## src/rtl/if_stage_day15.sv

```systemverilog
// Instruction-fetch stage: owns the PC, drives imem, fills IF/ID.
// Handles stall, branch redirect/flush and HALT suspension.
module if_stage_day15 #(
  parameter int unsigned PC_W = 8,
  parameter int unsigned INSTR_W = 16,
  parameter logic [PC_W-1:0] RESET_PC = 8'h00
) (
  input  logic               clk,
  input  logic               rst,
  input  logic               stall,
  input  logic               branch_taken,
  input  logic [PC_W-1:0]    branch_target,
  output logic [PC_W-1:0]    imem_addr,
  input  logic [INSTR_W-1:0] imem_data,
  output logic [PC_W-1:0]    pc,
  output logic [INSTR_W-1:0] ifid_instr,
  output logic [PC_W-1:0]    ifid_pc,
  output logic               ifid_valid,
  output logic               halted,
  output logic [7:0]         fetch_count
);

  localparam logic [INSTR_W-1:0] NOP = '0;

  typedef enum logic {
    RUN_S,
    HALT_S
  } state_t;

  typedef struct packed {
    logic [INSTR_W-1:0] instr;
    logic [PC_W-1:0]    pc;
    logic               valid;
  } if_id_t;

  state_t          state_q, state_d;
  logic [PC_W-1:0] pc_q, pc_d;
  if_id_t          ifid_q, ifid_d;
  logic [7:0]      cnt_q, cnt_d;

  logic is_halt;
  logic do_branch;
  logic do_stall;
  logic do_idle;
  logic do_fetch;

  assign is_halt = imem_data[INSTR_W-1 -: 4] == 4'hF;

  // Mutually exclusive qualifiers encode branch > stall > halted > fetch.
  assign do_branch = branch_taken;
  assign do_stall  = !branch_taken && stall;
  assign do_idle   = !branch_taken && !stall && state_q == HALT_S;
  assign do_fetch  = !branch_taken && !stall && state_q == RUN_S;

  always_comb begin
    state_d = state_q;
    pc_d    = pc_q;
    ifid_d  = ifid_q;
    cnt_d   = cnt_q;
    unique case (1'b1)
      do_branch: begin
        pc_d         = branch_target;
        ifid_d.instr = NOP;
        ifid_d.valid = 1'b0;
        state_d      = RUN_S;
      end
      do_stall: begin
      end
      do_idle: begin
        ifid_d.instr = NOP;
        ifid_d.valid = 1'b0;
      end
      do_fetch: begin
        ifid_d.instr = imem_data;
        ifid_d.pc    = pc_q;
        ifid_d.valid = 1'b1;
        cnt_d        = cnt_q + 8'd1;
        if (is_halt) begin
          state_d = HALT_S;
        end else begin
          pc_d = pc_q + PC_W'(1);
        end
      end
      default: begin
      end
    endcase
  end

  always_ff @(posedge clk) begin
    if (rst) begin
      state_q <= RUN_S;
      pc_q    <= RESET_PC;
      ifid_q  <= '{instr: NOP, pc: '0, valid: 1'b0};
      cnt_q   <= '0;
    end else begin
      state_q <= state_d;
      pc_q    <= pc_d;
      ifid_q  <= ifid_d;
      cnt_q   <= cnt_d;
    end
  end

  assign imem_addr   = pc_q;
  assign pc          = pc_q;
  assign ifid_instr  = ifid_q.instr;
  assign ifid_pc     = ifid_q.pc;
  assign ifid_valid  = ifid_q.valid;
  assign halted      = state_q == HALT_S;
  assign fetch_count = cnt_q;

endmodule

```

## config.mk

```make
export PLATFORM = sky130hd
export DESIGN_NAME = if_stage_day15
export DESIGN_NICKNAME = d
export VERILOG_FILES = /design/src/rtl/if_stage_day15.sv
export SDC_FILE = /design/constraint.sdc
export NUM_CORES = 1
export LEC_CHECK = 0
export CAP_MARGIN = 20
export CORE_UTILIZATION = 41
export DETAILED_ROUTE_END_ITERATION = 8
export PLACE_DENSITY_LB_ADDON = 0.25
export SYNTH_ARGS = -nofsm -noshare
export SYNTH_HDL_FRONTEND = slang
export SYNTH_SLANG_ARGS = --single-unit
```

## constraint.sdc

```tcl
create_clock -name clk -period 2.01 [get_ports clk]
set_input_delay 0.603 -clock clk [delete_from_list [all_inputs] [get_ports clk]]
set_output_delay 0.603 -clock clk [all_outputs]
set_load 0.005 [all_outputs]
```

# After elaboration in Yosys (flattened, before gate mapping)
# Index checks and enable logic that the tools add are counted.
[classes]
magnitude_cmp = 0
n_bitwise = 1
reduce_logical = 10
shift = 0
mux = 6
addsub = 2
n_eq_ne = 3
div = 0
n_mul = 0
[op_table]
columns = ["op", "n"]
rows = [
  ["$pmux W16 S2", 1],
  ["$add A8 B1 Y8 const B", 2],
  ["$pmux W8 S2", 1],
  ["$mux W8", 1],
  ["$eq A4 B4 Y1 const B", 1],
  ["$ne A2 B2 Y1 const B", 2],
  ["$pmux W1 S2", 2],
  ["$reduce_and A2 Y1", 2],
  ["$reduce_bool A2 Y1", 2],
  ["$logic_and A1 B1 Y1", 3],
  ["$logic_not A1 Y1", 2],
  ["$reduce_or A2 Y1", 1],
  ["$mux W1", 1],
  ["$not A1 Y1", 1],
]
[totals]
inputBits = 28
memories = 0
wordCells = 28
ram_bits = 0
latchBits = 0
rom_bits = 0
register_bits = 42

# Logic depth before layout (Yosys ltp)
[depth]
word_depth = 5
ltp_mapped = 7
depth_no_buf = 5

# Worst setup path before layout
# Ideal clock, no wire load.
[synth_timing]
path_kind = "input to register"
startpoint = "input branch_taken"
endpoint = "register cnt_q[3] (netlist: fetch_count[3])"
t_arrival_ps = 1583
setup_slack_ps = 295
cell_stages = 6
setup_ps = 132
path_cell_list = "buf_6 or3_1 buf_6 clkbuf_1 o21ai_0 a21oi_1"
[synth_via]
elab_chain_cells = 3
[synth_rtl]
columns = ["element", "line_no", "text"]
rows = [
  ["start: declaration", "11", "input logic branch_taken,"],
  ["$logic_not A1 Y1", "53", "assign do_fetch = !branch_taken && !stall && state_q == RUN_S;"],
  ["$logic_and A1 B1 Y1 (2 in series)", "53", ""],
  ["end signal: assignment", "99", "cnt_q <= cnt_d;"],
  ["end: declaration", "39", "logic [7:0] cnt_q, cnt_d;"],
]
# No other way between the ends.
# A chain may end at the register's enable or synchronous reset.

# Worst setup path after layout
[layout_timing]
startpoint = "register state_q (netlist: halted)"
endpoint = "output halted"
[layout_lines]
columns = ["element", "line_no", "text"]
rows = [
  ["start: declaration", "36", "state_t state_q, state_d;"],
  ["start signal: assignment", "96", "state_q <= state_d;"],
  ["end: declaration", "19", "output logic halted,"],
]
# No word-level cell between the ends.

==> flow_summary.json <==
{
  "gp_congestion": 0.7658,
  "p_per_area_nw_per_um2": 629.2,
  "htree_levels": 2,
  "dp_hpwl_um": 3147,
  "dieArea_um2": 4610,
  "cts_setup_buffers": 0,
  "fin_ws_ps": 71.84,
  "critPathMaxStageDelay_ps": 580,
  "num-nets-final": 320,
  "path_buf_inv": 1,
  "rr_worst_depth": 4,
  "clk_pin_slew_ps": 80,
  "grt_pass1_wl_um": 6762,
  "r2r_start": "halted$_SDFFE_PP0P_",
  "core_region_area_um2": 4086,
  "status": "complete, no violations",
  "cts-resized-gates": 0,
  "num_antenna_cells": 0,
  "cp-start-kind": "flip-flop",
  "fin_area_um2": 2735,
  "drive_gt1_share_pct": 10.65,
  "fin_crit_sh_pct": 96.43,
  "critPathMaxFanout": 5,
  "dp.cells": 333,
  "pre_cts_slack_ps": -153.8,
  "grt_pass1_vias": 1534,
  "drtPass1Iterations": 4,
  "final_antenna_net_count": 0,
  "postCtsHoldBufs": 0,
  "drt-total-wl_um": 4297,
  "synth_seq_area_share_pct": 47.22,
  "synth-async-reset-ratio_pct": 0,
  "cp_top_family": "buffers and inverters",
  "ir_drop_uv": 376.5,
  "port_buffers": 77,
  "chipWidth_um": 67.90,
  "synthFlopType": "dfxtp_1",
  "vias": 1750,
  "synth_edf_count": 0,
  "synth-seq-cells": 42,
  "place_area_um2": 2645,
  "critical_path_class": "reg2out",
  "seqCellArea_um2": 840.8,
  "die_h_um": 67.90,
  "max-cap-violations": 0,
  "fill_cells": 356,
  "viasPerCell": 5.132,
  "min_to": "ifid_pc[3]$_SDFFE_PP0P_",
  "avgRoutedWirePerCell_um": 12.60,
  "tightest_slew_ps": 323.8,
  "rows": 23,
  "leakage_nw": 1.016,
  "multi_input_area_um2": 797.0,
  "synthDistinctLibCells": 33,
  "setup_viol": 0,
  "ff2ff_setup_slack_ps": 480,
  "cts_made_buffers": 5,
  "postSynthAreaPerCell_um2": 8.601,
  "ioPinCount": 78,
  "grt_util_all_layers_pct": 19.58,
  "worst_r2r_endpoint": "fetch_count[3]$_SDFFE_PP0P_",
  "fin_crit_ps": 1938,
  "grt_start_max_net_pins": 33,
  "drtIter0Drc": 100,
  "syn_nets": 237,
  "antenna_found_initial": 0,
  "endpoint_kind": "output pin",
  "rsz0062_at_grt": "no",
  "whs_path_depth": 2,
  "syn_inst": 207,
  "post-route-drc-count": 0,
  "syn_area_um2": 1780,
  "synth_warnings": 0,
  "cts-root-buf": "clkbuf_8",
  "hold_viol_final": 0,
  "max-slew-margin-rel_pct": 78.41,
  "clock-sinks": 42,
  "fmax_ghz": 0.5160,
  "cpMaxStageDelayCell": "clkdlybuf4s50_1",
  "start_util_pct": 43.57,
  "fin_skew_ps": 9.718,
  "worstPathRequired_ps": 1410,
  "slew_viol_final": 0,
  "grt-ovfl-total": 0,
  "insertion_delay_ps": 300,
  "crit_cells": 1,
  "ctsLongestPathBuffers": 2,
  "hp-start": "ifid_pc[3]$_SDFFE_PP0P_",
  "hold_path.class": "reg2reg",
  "synthToLayoutAreaGrowth_pct": 53.62,
  "finalNonFillerCells": 341,
  "cts_tree": "done",
  "crit_chain": "clkdlybuf4s50_1",
  "worstPathArrival_ps": 1340
}
[worst max-delay path by stage]
| stage | from | to | slack, ps |
|---|---|---|---|
| 6_report | halted$_SDFFE_PP0P_ | halted | 70 |
| 5_1_grt | halted$_SDFFE_PP0P_ | halted | 40 |
| 4_1_cts | halted$_SDFFE_PP0P_ | halted | 60 |
| 3_5_place_dp | stall | fetch_count[7]$_SDFFE_PP0P_ | -150 |
| 3_3_place_gp | stall | fetch_count[3]$_SDFFE_PP0P_ | -90 |
| 2_1_floorplan | branch_taken | fetch_count[3]$_SDFFE_PP0P_ | 300 |
[synth_stat cells, types with 2 or more instances]
| library cell | n | area [um2] |
|---|---|---|
| dfxtp_1 | 42 | 840.8 |
| nor2_1 | 29 | 108.9 |
| nand2_1 | 28 | 105.1 |
| a21oi_1 | 20 | 100.1 |
| a22oi_1 | 16 | 120.1 |
| buf_4 | 8 | 60.06 |
| clkbuf_1 | 8 | 30.03 |
| nor3_1 | 6 | 30.03 |
| nand4_1 | 5 | 31.28 |
| a21o_1 | 4 | 30.03 |
| nand3_1 | 4 | 20.02 |
| buf_2 | 3 | 15.01 |
| buf_6 | 3 | 33.78 |
| o21ai_0 | 3 | 15.01 |
| xnor2_1 | 3 | 26.28 |
| xor2_1 | 3 | 26.28 |
| and4_1 | 2 | 17.52 |
| ha_1 | 2 | 25.02 |
| nand4b_1 | 2 | 17.52 |
| o31ai_1 | 2 | 15.01 |
| or3_1 | 2 | 12.51 |
[flip-flops by register name (all words and copies together) (netlist names)]
| name | cells |
|---|---|
| ifid_valid | 1 |
| ifid_instr | 16 |
| halted | 1 |
| fetch_count | 8 |
| ifid_pc | 8 |
| imem_addr | 8 |
[per-layer routing]
layer	up-vias	part of all wire (%)	GRT usage, %
met4	0	1.4	8.333
li1	883	-	-
met5	-	0	0
met2	61	44	30.57
met3	7	7.5	6.500
met1	799	47	24.54
[stage by stage]
| stage | hold WS [ps] | total power (W) | util, % | TNS (ps) |
|---|---|---|---|---|
| finish | 456.5 | 0.001721 | 66.93 | 0 |
| detailed placement | 447.2 | 0.001201 | 64.73 | -2499 |
| global placement | 442.5 | 0.001196 | 64.73 | -1251 |
| floorplan | 452.7 | 0.001032 | - | 0 |
| CTS | 458.9 | 0.001741 | 66.93 | 0 |
| global route | 479.8 | 0.001806 | 66.93 | 0 |
[power breakdown]
part	total, W	switching (W)	internal [W]	leakage (nW)
logic	0.000287	0.000107	0.000180	0.629
clock network	0.000540	0.000296	0.000244	0.0441
registers	0.000895	0.0000325	0.000862	0.342
total	0.00172	0.000435	0.00129	1.02
[kinds of logic after synthesis]
logic type	share of synthesized area (%)
buffers and inverters	8.011
flip-flops	47.22
adder cells (fa/ha/maj)	1.405
AND/OR/NAND/NOR	21.29
AO/OA/AOI/OAI	18.55
XOR/XNOR	2.952
multiplexers	0.5622
[placed cells by master (no fill, tap or decap), drive strengths merged, types with 4 or more instances in the layout]
cell,synthesis,final
clkdlybuf4s50,0,77
dfxtp,42,42
nor2,29,29
nand2,28,28
a21oi,21,21
buf,14,21
a22oi,16,16
nor3,7,7
nand4,5,5
clkbuf,8,5
nand3,4,4
a21o,4,4
[layout make-up]
| cell class | count | share of cell area, % |
|---|---|---|
| Timing Repair Buffer | 98 | 34.40 |
| Clock inverter | 3 | 0.7777 |
| Inverter | 1 | 0.1372 |
| Clock buffer | 5 | 2.516 |
| Multi-Input combinational cell | 142 | 29.14 |
| Tap cell | 50 | 2.287 |
| Sequential cell | 42 | 30.74 |
(Power assumes the default switching activity.)
